--- src/rtl/fetch_pkg.sv ---
// Shared types and defaults for the instruction fetch sequencer.
package fetch_pkg;

    localparam int unsigned FETCH_XLEN = 32;
    localparam int unsigned INSTR_W    = 32;

    localparam logic [FETCH_XLEN-1:0] DEFAULT_RESET_VECTOR = '0;

    typedef enum logic [1:0] {
        FETCH   = 2'd0,
        WAIT    = 2'd1,
        DISCARD = 2'd2
    } fetch_state_t;

    typedef struct packed {
        logic [INSTR_W-1:0]    instr;
        logic [FETCH_XLEN-1:0] pc;
    } fetch_entry_t;

endpackage

--- src/rtl/fetch_buffer.sv ---
// Small synchronous FIFO of fetched {instr, pc} entries with a flush input.
module fetch_buffer
    import fetch_pkg::*;
#(
    parameter int unsigned DEPTH = 2,
    localparam int unsigned PTR_W = $clog2(DEPTH),
    localparam int unsigned CNT_W = $clog2(DEPTH) + 1
) (
    input  logic             clk,
    input  logic             reset_n,
    input  logic             flush_i,
    input  logic             push_i,
    input  fetch_entry_t     push_data_i,
    input  logic             pop_i,
    output fetch_entry_t     head_o,
    output logic [CNT_W-1:0] count_o,
    output logic             full_o,
    output logic             empty_o
);

    fetch_entry_t     mem_q [DEPTH];
    logic [PTR_W-1:0] rd_ptr_q;
    logic [PTR_W-1:0] wr_ptr_q;
    logic [CNT_W-1:0] count_q;
    logic             do_push;
    logic             do_pop;

    assign full_o  = (count_q == CNT_W'(DEPTH));
    assign empty_o = (count_q == '0);
    assign count_o = count_q;
    assign head_o  = mem_q[rd_ptr_q];

    // A pop frees the slot in the same cycle, so push-while-full is legal with a pop.
    assign do_push = push_i && (!full_o || pop_i);
    assign do_pop  = pop_i && !empty_o;

    always_ff @(posedge clk) begin
        if (!reset_n || flush_i) begin
            rd_ptr_q <= '0;
            wr_ptr_q <= '0;
            count_q  <= '0;
        end else begin
            if (do_push) begin
                wr_ptr_q <= wr_ptr_q + PTR_W'(1);
            end
            if (do_pop) begin
                rd_ptr_q <= rd_ptr_q + PTR_W'(1);
            end
            count_q <= count_q + CNT_W'(do_push) - CNT_W'(do_pop);
        end
    end

    always_ff @(posedge clk) begin
        if (do_push && !flush_i) begin
            mem_q[wr_ptr_q] <= push_data_i;
        end
    end

endmodule

--- src/rtl/fetch_sequencer.sv ---
// Owns the fetch PC, issues single-outstanding req/gnt fetches and buffers
// returned words toward decode; handles IEU redirects and stale responses.
module fetch_sequencer
    import fetch_pkg::*;
#(
    parameter int unsigned     XLEN         = FETCH_XLEN,
    parameter int unsigned     BUF_DEPTH    = 2,
    parameter logic [XLEN-1:0] RESET_VECTOR = DEFAULT_RESET_VECTOR
) (
    input  logic            clk,
    input  logic            reset_n,
    input  logic            redirect_valid,
    input  logic [XLEN-1:0] redirect_pc,
    output logic            imem_req,
    output logic [XLEN-1:0] imem_addr,
    input  logic            imem_gnt,
    input  logic            imem_rvalid,
    input  logic [31:0]     imem_rdata,
    output logic            instr_valid,
    output logic [31:0]     instr,
    output logic [XLEN-1:0] instr_pc,
    output logic [XLEN-1:0] instr_pcplus4,
    input  logic            instr_ready
);

    localparam int unsigned CNT_W = $clog2(BUF_DEPTH) + 1;

    fetch_state_t     state_q;
    fetch_state_t     state_d;
    logic [XLEN-1:0]  pc_q;
    logic [XLEN-1:0]  pc_d;
    logic [XLEN-1:0]  req_pc_q;
    logic [XLEN-1:0]  req_pc_d;
    logic             req_c;
    logic             push_c;
    logic             pop_c;
    logic [CNT_W-1:0] buf_count;
    logic             buf_full;
    logic             buf_empty;
    fetch_entry_t     push_entry;
    fetch_entry_t     head;

    always_ff @(posedge clk) begin
        if (!reset_n) begin
            state_q  <= FETCH;
            pc_q     <= RESET_VECTOR;
            req_pc_q <= RESET_VECTOR;
        end else begin
            state_q  <= state_d;
            pc_q     <= pc_d;
            req_pc_q <= req_pc_d;
        end
    end

    // Next state, fetch PC and buffer push; a redirect overrides everything.
    always_comb begin
        state_d  = state_q;
        pc_d     = pc_q;
        req_pc_d = req_pc_q;
        req_c    = 1'b0;
        push_c   = 1'b0;
        unique case (state_q)
            FETCH: begin
                req_c = (buf_count < CNT_W'(BUF_DEPTH)) && !redirect_valid && reset_n;
                if (req_c && imem_gnt) begin
                    req_pc_d = pc_q;
                    pc_d     = pc_q + XLEN'(4);
                    state_d  = WAIT;
                end
            end
            WAIT: begin
                if (imem_rvalid) begin
                    push_c  = !redirect_valid;
                    state_d = FETCH;
                end else if (redirect_valid) begin
                    state_d = DISCARD;
                end
            end
            DISCARD: begin
                if (imem_rvalid) begin
                    state_d = FETCH;
                end
            end
            default: state_d = FETCH;
        endcase
        if (redirect_valid) begin
            pc_d = redirect_pc & ~XLEN'(1);
        end
    end

    assign imem_req   = req_c;
    assign imem_addr  = pc_q;
    assign pop_c      = instr_valid && instr_ready;
    assign push_entry = '{instr: imem_rdata, pc: req_pc_q};

    fetch_buffer #(
        .DEPTH (BUF_DEPTH)
    ) u_buffer (
        .clk         (clk),
        .reset_n     (reset_n),
        .flush_i     (redirect_valid),
        .push_i      (push_c),
        .push_data_i (push_entry),
        .pop_i       (pop_c),
        .head_o      (head),
        .count_o     (buf_count),
        .full_o      (buf_full),
        .empty_o     (buf_empty)
    );

    assign instr_valid   = !buf_empty && reset_n;
    assign instr         = head.instr;
    assign instr_pc      = head.pc;
    assign instr_pcplus4 = head.pc + XLEN'(4);

    a_rvalid_expected: assert property (@(posedge clk) disable iff (!reset_n)
        imem_rvalid |-> (state_q != FETCH));

    a_push_has_room: assert property (@(posedge clk) disable iff (!reset_n)
        push_c |-> (!buf_full || pop_c));

endmodule

--- config.mk ---
export PLATFORM = sky130hd
export DESIGN_NAME = fetch_sequencer
export DESIGN_NICKNAME = d
export VERILOG_FILES = /design/src/rtl/fetch_pkg.sv /design/src/rtl/fetch_buffer.sv /design/src/rtl/fetch_sequencer.sv
export SDC_FILE = /design/constraint.sdc
export NUM_CORES = 1
export LEC_CHECK = 0
export ABC_AREA = 1
export ABC_CLOCK_PERIOD_IN_PS = 5550
export BUFFER_PORTS_ARGS = -buffer_cell sky130_fd_sc_hd__buf_2
export CAP_MARGIN = 20
export CORE_ASPECT_RATIO = 0.7
export CORE_MARGIN = 10
export CORE_UTILIZATION = 30
export DETAILED_ROUTE_END_ITERATION = 8
export SLEW_MARGIN = 20
export SYNTH_ARGS = -nofsm -noshare
export SYNTH_HDL_FRONTEND = slang
export SYNTH_SLANG_ARGS = --single-unit
--- constraint.sdc ---
create_clock -name clk -period 5.55 [get_ports clk]
set_input_delay 0.8325 -clock clk [delete_from_list [all_inputs] [get_ports clk]]
set_output_delay 0.8325 -clock clk [all_outputs]
set_load 0.01 [all_outputs]
==> results of run 1 <==
==> how the worst max path moves through the flow <==
stage / from / end / slack, ps / cells past startpoint
final: flop / instr_pcplus4[29] / 1450 / 10
after global routing: flop / instr_pcplus4[18] / 1040 / 10
after CTS: flop / instr_pcplus4[29] / 1400 / 10
after detailed placement: flop / instr_pcplus4[29] / 1870 / 10
after global placement: flop / instr_pcplus4[29] / 1880 / 10
after floorplan: redirect_valid / u_buffer.mem_q[1][10] / 760 / 4
==> per-layer routing <==
layer / routed length, um / track usage / vias to the layer above
met3: 2170 / 0.0403 / 16
met2: 10300 / 0.189 / 274
met4: 150 / 0.0238 / 2
met1: 13500 / 0.203 / 3362
met5: 7 / 0 / -
li1: - / - / 3550
==> metrics by stage <==
step | hold WS (ps) | cell area (sq um) | utilization
after floorplan | 420 | 9190 | -
after global placement | 432 | 10500 | 0.350
after detailed placement | 436 | 10500 | 0.350
after CTS | 456 | 11100 | 0.369
after global routing | 471 | 11100 | 0.369
final | 456 | 11100 | 0.369
==> sequential cells by signal (all words and copies together) (netlist names), named ones only <==
name / cells
u_buffer.mem_q: 126
imem_addr: 31
req_pc_q: 31
state_q: 2
u_buffer.count_o: 2
u_buffer.rd_ptr_q: 1
u_buffer.wr_ptr_q: 1
==> kinds of logic after synthesis <==
logic type / Yosys count
muxes: 34
and+or+nand+nor: 415
other: 1
buffers and inverters: 129
DFF: 195
AOI/OAI and AO/OA: 140
adders and majority gates: 3
xor gates and xnor gates: 29
==> final cells by class <==
cell class	instances	share of cell area
clock buffer	18	0.0387
clock inverter	14	0.0124
inverter	93	0.0317
multi-input combinational	624	0.311
timing repair buffer	204	0.0940
sequential	195	0.466
tap	412	0.0465
==> cell usage in the layout, fill, tap and decap left out, types with 4 or more instances in the layout <==
cell / instances
a21oi_1: 48
a22oi_1: 18
buf_2: 195
buf_4: 9
clkbuf_16: 17
dfxtp_1: 68
edfxtp_1: 126
inv_1: 86
inv_2: 4
inv_8: 4
mux2_2: 34
nand2_1: 201
nand2_2: 8
nand3_1: 48
nand3b_1: 5
nand4_1: 9
nor2_1: 114
nor2_2: 11
nor2_4: 6
o21ai_0: 47
o21ai_2: 12
o21ai_4: 7
xnor2_1: 6
xor2_1: 22
==> worst max-delay path, cell delays in order (launching register included) <==
cell     delay (ps)
dfxtp_4         870
buf_4           590
nand2_1         130
o21ai_2         170
nand2_1         160
nor2_1          160
nand2_1         100
nor2_2          190
nand3_1         100
nand2_1         140
buf_2           150
==> power breakdown <==
group	leakage [nW]	total [mW]	switching, mW	internal (mW)
Sequential	1.69	1.61	0.0407	1.57
Combinational	2.51	0.163	0.100	0.0624
Clock	0.279	1.19	0.593	0.599
Total	4.48	2.96	0.734	2.23
==> impl_metrics.yaml, run 1 <==
global_route:
  global_route_total_overflow: 0
  global_route.usage.total: 0.136
  grt_pass1_vias: 6974
  pin_count_of_the_biggest_net_entering_global_routing: 60
  grt_first_pass_wirelength_um: 41000
  antenna_found_initial: 1
worst_setup_path:
  r2r-end: "u_buffer.mem_q[0][50]"
  r2r_cells: 5
  r2r_start: "state_q[0]"
  worst-endpoint-required_ps: 4720
  crit_type: "flop to output port"
  setup.reg_to_reg.worst_slack_ps: 2860
  critPathMaxFanout: 59
  cp.arrival_ps: 3270
  critPathLaunchType: "flop"
  worst_setup_path_end_kind: "output port"
floorplanning:
  die_h_um: 166
  core_area_sq_um: 30100
  design.portCount: 200
  die_ar_sq_um: 38100
  die_w_um: 229
  starting_density: 0.305
  fp-row-count: 53
drt:
  postRouteWirelength_um: 26200
  routed_wire_length_per_instance_um: 16.8
  drt_drc_violations_left: 0
  drt_pre_antenna_iters: 5
  vias_per_cell: 4.62
  detail_route.iter0.violations: 637
  vias: 7204
  drtAntennaViolNets: 0
sta:
  fmaxAchievable_ghz: 0.244
  maxSlewHeadroom: 0.444
  worst_slack_ps: 1450
  final.period_utilization: 0.740
  drv_slew: 0
  setup-violations-final: 0
  rsz0062_at_grt: "false"
  finalCriticalPeriod_ps: 4100
  fin_clk_skew_ps: 14.1
  setup-tns-final_ps: 0
  finalHoldViolations: 0
  worst_slew_pin_slew_ps: 834
clock_network:
  clock_tree_root_driver_cell: "clkbuf_16"
  cts_num_sinks: 195
  cts_hold_repair.buffers: 0
  cts-buffers-inserted: 17
  clock_insertion_delay_worst_skew_ps: 430
  cts_resized: 0
  htree_num_levels: 4
  cts_setup_buffers: 0
  tritoncts_clock_tree: "done"
  clk_path_buf_depth: 2
  clkSlewWorstSetupHoldPaths_ps: 80
synthesis:
  synthMostInstantiatedCell: "nand2_1"
  yosys-mux-area-fraction: 0.0417
  synth-simple-area-share: 0.199
  synth_async_sr_flop_share: 0
  yosys_warnings: 0
  synth_sequential_area_ratio: 0.563
  synth_compound_area_frac: 0.0984
  synth-seq-cells: 195
  yosys.area.top_type_share: 0.412
  yosys.area.top_type: "edfxtp_1"
  synth_top_family_by_area: "simple AND/OR/NAND/NOR gates"
  synth.lib_cells_used.distinct: 44
  synth_enable_flop_cells: 126
  netlist_top_cells_count: "201 x nand2_1, 126 x edfxtp_1, 117 x nor2_1"
  synth_ff_type: "edfxtp_1"
  synth_xor_xnor_area_share: 0.0285
  netlist_instances: 946
  synth_top_cells_by_area: "edfxtp_1 41%, dfxtp_1 15%, nand2_1 8.2%"
  synth-adder-area-share: 0.00409
  post_synth_instance_area_sq_um: 9180
  synthesis.area_per_instance_sq_um: 9.70
place:
  place_inst: 1528
  numPortBuffers: 195
  dpl_worst_slack_ps: 1870
  globalplace.congestion: 0.890
  place_hpwl_um: 19900
power:
  power_total_mw: 2.96
  power_per_cell_area_nw_per_um2: 267
  power.leakage_nw: 4.48
  irDropWorstVdd_v: 0.000217
hold_path:
  holdCritPathClass: "flop to flop"
  hold_path_depth: 0
  min_delay_worst_endpoint: "u_buffer.mem_q[1][22]"
  worstHoldStart: "req_pc_q[22]"
cells_and_area:
  final-seq-area_sq_um: 5170
  n_diodes: 0
  num-fill-cells: 3094
  num-nets-final: 1208
  layoutNonFillerInstCount: 1560
  area_growth_syn_to_layout_pct: 20.9
  area_of_the_multi_input_gates_sq_um: 3450
  drive_above_1_share: 0.287
job:
  cap_violations: 0
status:
  status: "finished clean"
No activity file was read; power rests on OpenSTA's default activity.
==> run 2: changes to the inputs <==
--- a/config.mk
+++ b/config.mk
@@ -6,7 +6,7 @@
 export NUM_CORES = 1
 export LEC_CHECK = 0
 export ABC_AREA = 1
-export ABC_CLOCK_PERIOD_IN_PS = 5550
+export ABC_CLOCK_PERIOD_IN_PS = 3920
 export BUFFER_PORTS_ARGS = -buffer_cell sky130_fd_sc_hd__buf_2
 export CAP_MARGIN = 20
 export CORE_ASPECT_RATIO = 0.7
==> constraint.sdc (replaced) <==
create_clock -name clk -period 3.92 [get_ports clk]
set_input_delay 0.588 -clock clk [delete_from_list [all_inputs] [get_ports clk]]
set_output_delay 0.588 -clock clk [all_outputs]
set_load 0.01 [all_outputs]
==> run 2 against run 1 <==
  * Non-clock buffer count up 2
  * Final cell count grew 0.13%
  * Clock skew down 3.3 ps
  * Global-route usage grew 0.20 points
  * Register-to-register slack lost 1200 ps
  * Clock power increased by 45%
==> impl_metrics.yaml, run 2 (synthesized netlist as in run 1, its figures left out) <==
status:
  status: "finished clean"
worst_setup_path:
  setup.reg_to_reg.worst_slack_ps: 1640
  cell_chain_critical_path: "buf_4, o21ai_0, inv_2, nand2_1, nor2_2, nand2_1, nor2_1, nand2_1, nand2_1, nand2_1, buf_2"
  critPathLaunchType: "flop"
  path_buf_inv: 3
  worst_setup_path_end_kind: "output port"
  crit_type: "flop to output port"
  r2r_cells: 7
  r2r-end: "u_buffer.mem_q[0][60]"
  cp.arrival_ps: 2940
  critical-path-top-cell-by-count: "nand2_1"
  timing.critical_path.slowest_cell_delay_ps: 660
  r2r_start: "u_buffer.count_o[1]"
  worst_path_max_delay_cell: "dfxtp_4"
  critPathMaxFanout: 37
  path_depth: 11
  worst-endpoint-required_ps: 3330
  cp_top_family: "buffers and inverters"
  worst_setup_path_endpoint: "instr_pcplus4[27]"
sta:
  hold-worst-slack_ps: 332
  finalHoldViolations: 0
  final.period_utilization: 0.899
  maxSlewHeadroom: 0.517
  fin_clk_skew_ps: 10.8
  setup-violations-final: 0
  fmaxAchievable_ghz: 0.284
  finalCriticalPeriod_ps: 3520
  setup-tns-final_ps: 0
  drv_slew: 0
  worst_slew_pin_slew_ps: 717
  rsz0062_at_grt: "false"
cells_and_area:
  drive_above_1_share: 0.290
  num-nets-final: 1210
  area_growth_syn_to_layout_pct: 21.6
  layout_common_cells: "201 x nand2_1, 195 x buf_2, 126 x edfxtp_1, 114 x nor2_1, 86 x inv_1"
  layout.cells.most_common: "nand2_1"
  final-seq-area_sq_um: 5170
  num-fill-cells: 3072
  area_of_the_multi_input_gates_sq_um: 3450
  biggest_register: "u_buffer.mem_q"
  largest_register_ffs: 126
  n_diodes: 0
  stdcell_area_sq_um: 11200
drt:
  detail_route.iter0.violations: 710
  vias_per_cell: 4.63
  vias: 7225
  drtAntennaViolNets: 0
  postRouteWirelength_um: 26600
  routed_wire_length_per_instance_um: 17.0
  drt_drc_violations_left: 0
  drt_pre_antenna_iters: 4
clock_network:
  cts_num_sinks: 195
  cts-buffers-inserted: 17
  cts_hold_repair.buffers: 0
  clkSlewWorstSetupHoldPaths_ps: 80
  cts_setup_buffers: 0
  clock_insertion_delay_worst_skew_ps: 440
  clock_tree_root_driver_cell: "clkbuf_16"
  clk_path_buf_depth: 2
  tritoncts_clock_tree: "done"
  cts_resized: 0
  htree_num_levels: 4
place:
  numPortBuffers: 195
  place_hpwl_um: 20200
  dpl_cell_area_sq_um: 10600
  globalplace.congestion: 0.861
floorplanning:
  die_w_um: 229
  fp-row-count: 53
  design.portCount: 200
  die_h_um: 166
  core_area_sq_um: 30100
  starting_density: 0.305
  die_ar_sq_um: 38100
global_route:
  global_route.usage.total: 0.138
  grt_pass1_vias: 6824
  grt_first_pass_wirelength_um: 41100
  antenna_found_initial: 0
  pin_count_of_the_biggest_net_entering_global_routing: 65
  global_route_total_overflow: 0
power:
  irDropWorstVdd_v: 0.000275
  power_per_cell_area_nw_per_um2: 379
  power.leakage_nw: 4.51
job:
  cap_violations: 0
hold_path:
  holdCritPathClass: "input port to flop"
[run 2: cell types whose count changed in the layout (fill, tap and decap cells not counted), sizes merged]
cell	previous run	this run
clkbuf	18	17
clkinv	6	7
buf	204	206
[run 2: how the worst min path moves through the flow]
stage,startpoint,to,slack (ps),depth (start not counted)
detailed placement,req_pc_q[22],u_buffer.mem_q[1][22],440,0
finish,imem_rdata[13],u_buffer.mem_q[0][45],330,1
CTS,imem_rdata[13],u_buffer.mem_q[1][45],310,1
global route,imem_rdata[13],u_buffer.mem_q[1][45],310,1
floorplan,req_pc_q[10],u_buffer.mem_q[0][10],420,0
global placement,req_pc_q[13],u_buffer.mem_q[0][13],430,0
[run 2: report_power, final]
group / switching, mW / total [mW] / internal (mW)
registers: 0.0565 / 2.28 / 2.22
clock network: 0.867 / 1.72 / 0.856
logic: 0.145 / 0.235 / 0.0898
[run 2: final cells by class]
type / count / area share
multi-input combinational: 624 / 0.309
sequential: 195 / 0.463
inverter: 93 / 0.0315
clock buffer: 17 / 0.0381
tap: 412 / 0.0462
timing repair buffer: 206 / 0.0982
clock inverter: 15 / 0.0140
[run 2: through the flow]
| stage | std cells | utilization | power, mW | setup WS (ps) |
|---|---|---|---|---|
| floorplan | 948 | - | 2.43 | 403 |
| global placement | 1530 | 0.351 | 2.55 | 868 |
| finish | 1562 | 0.371 | 4.24 | 397 |
| CTS | 1562 | 0.371 | 4.27 | 336 |
| detailed placement | 1530 | 0.351 | 2.56 | 815 |
| global route | 1562 | 0.371 | 4.39 | 95.4 |
[run 2: layer usage]
metal | track usage | routed length [um]
met2 | 0.178 | 10200
met3 | 0.0452 | 2380
met5 | 0 | 0
met1 | 0.211 | 13900
met4 | 0.0324 | 158
[run 2: worst reg2reg max path, stage by stage, from the launching register on]
cell	delay, ps
dfxtp_1	450
nor2_1	70
nor2_1	140
nand2_1	140
nand3_1	170
nand2_1	180
nor2_4	510
buf_12	300
==> run 3: changes to the inputs <==
--- a/config.mk
+++ b/config.mk
@@ -13,7 +13,7 @@
 export CORE_MARGIN = 10
 export CORE_UTILIZATION = 30
 export DETAILED_ROUTE_END_ITERATION = 8
-export SLEW_MARGIN = 20
+export RECOVER_POWER = 100
 export SYNTH_ARGS = -nofsm -noshare
 export SYNTH_HDL_FRONTEND = slang
 export SYNTH_SLANG_ARGS = --single-unit
==> run 3 against run 2 <==
  * The run now ends with max-capacitance violations, max-slew violations left
  * Clock-buffer cell count stayed put
  * Final cell count stayed put
  * Die area stayed put
  * Highest routed layer unchanged
  * Via count hardly changed
  * Worst setup slack worse by 150 ps
  * Sequential power hardly changed
  * Critical path type unchanged
  * First-iteration DRC count is 7.6% lower
==> impl_metrics.yaml, run 3 (synthesized netlist as in run 1, its figures left out) <==
status:
  status: "finished, violations left"
  failed_checks: "max-capacitance violations, max-slew violations"
place:
  place_hpwl_um: 20200
  numPortBuffers: 195
  globalplace.congestion: 0.861
cells_and_area:
  biggest_register: "u_buffer.mem_q"
  area_growth_syn_to_layout_pct: 18.8
  num-nets-final: 1210
  layout_common_cells: "201 x nand2_1, 126 x edfxtp_1, 119 x nor2_1, 114 x clkbuf_1, 86 x inv_1"
  n_diodes: 0
  largest_register_ffs: 126
  drive_above_1_share: 0.172
  layout.core_utilization: 0.362
  num-fill-cells: 3151
  layout.cells.most_common: "nand2_1"
drt:
  drtAntennaViolNets: 0
  drt_drc_violations_left: 0
  vias_per_cell: 4.63
  detail_route.iter0.violations: 656
  postRouteWirelength_um: 26600
  drt_pre_antenna_iters: 7
  routed_wire_length_per_instance_um: 17.1
  vias: 7229
worst_setup_path:
  cp_top_family: "compound AO/OA/AOI/OAI gates"
  cell_chain_critical_path: "o21ai_0, ha_1, nand3_4, inv_1, nand2_2, inv_2, nand2_1, xor2_1, clkbuf_1"
  cp.arrival_ps: 3080
  path_buf_inv: 3
  timing.critical_path.slowest_cell_delay_ps: 720
  worst_setup_path_end_kind: "output port"
  critPathLaunchType: "flop"
  crit_type: "flop to output port"
  worst_path_max_delay_cell: "o21ai_0"
  worst-endpoint-required_ps: 3330
  critPathMaxFanout: 37
  r2r_start: "u_buffer.count_o[1]"
sta:
  fin_clk_skew_ps: 13.6
  fmaxAchievable_ghz: 0.272
  setup-tns-final_ps: 0
  finalHoldViolations: 0
  drv_slew: 81
  maxSlewHeadroom: -0.175
  rsz0062_at_grt: "false"
  setup-violations-final: 0
  worst_slew_pin_slew_ps: 1760
  final.period_utilization: 0.937
  finalCriticalPeriod_ps: 3670
clock_network:
  clkSlewWorstSetupHoldPaths_ps: 80
  cts_setup_buffers: 0
  htree_num_levels: 4
  cts-buffers-inserted: 17
  clock_insertion_delay_worst_skew_ps: 440
  tritoncts_clock_tree: "done"
  cts_resized: 0
  clk_path_buf_depth: 2
  clock_tree_root_driver_cell: "clkbuf_16"
  cts_hold_repair.buffers: 0
  cts_num_sinks: 195
floorplanning:
  die_ar_sq_um: 38100
  die_h_um: 166
  fp-row-count: 53
  core_area_sq_um: 30100
  design.portCount: 200
  starting_density: 0.305
  die_w_um: 229
global_route:
  pin_count_of_the_biggest_net_entering_global_routing: 65
  global_route.usage.total: 0.138
  antenna_found_initial: 0
  grt_first_pass_wirelength_um: 41100
  grt_pass1_vias: 6824
  global_route_total_overflow: 0
hold_path:
  holdCritPathClass: "input port to flop"
  worstHoldStart: "imem_rdata[14]"
job:
  cap_violations: 2
power:
  irDropWorstVdd_v: 0.000276
  power_per_cell_area_nw_per_um2: 388
  power.leakage_nw: 4.13
==> run 3: cell count changes in the layout (fill, tap and decap cells not counted), sizes merged <==
cell    previous run  this run
buf              206        88
clkbuf            17       135
inv              100        98
clkinv             7         9
==> run 3: power by group <==
part	switching, mW	internal [mW]	total, mW	leakage [nW]
Combinational	0.144	0.0795	0.224	2.15
Clock	0.869	0.856	1.72	0.285
Sequential	0.0566	2.22	2.28	1.69
Total	1.07	3.16	4.23	4.13
==> run 3: final timing paths <==
check,cells past startpoint,slack [ps],to
setup / recovery,9,250,instr_pcplus4[18]
hold / removal,1,330,u_buffer.mem_q[0][46]
setup reg to reg,7,820,u_buffer.mem_q[0][60]
hold reg to reg,0,450,u_buffer.mem_q[0][19]
==> run 3: cell type report <==
type	count	area (sq um)	area share
clock buffer	17	425	0.0390
sequential	195	5170	0.474
clock inverter	15	156	0.0143
inverter	93	352	0.0322
timing repair buffer	206	930	0.0853
multi-input combinational	624	3360	0.308
tap	412	515	0.0473
==> run 3: per-layer routing <==
layer	GRT usage	routed length, um	vias up
li1	-	-	3553
met4	0.0324	172	0
met1	0.211	13900	3365
met5	0	0	-
met2	0.178	10100	300
met3	0.0452	2470	11
==> run 3: metrics by stage <==
stage	total power, mW	hold WS (ps)	setup WS (ps)	cells	instance area [sq um]
detailed placement	2.56	440	815	1530	10600
floorplan	2.43	420	403	948	9190
CTS	4.27	308	336	1562	11200
finish	4.23	331	249	1562	10900
global route	4.38	309	52.9	1562	10900
global placement	2.55	430	868	1530	10600
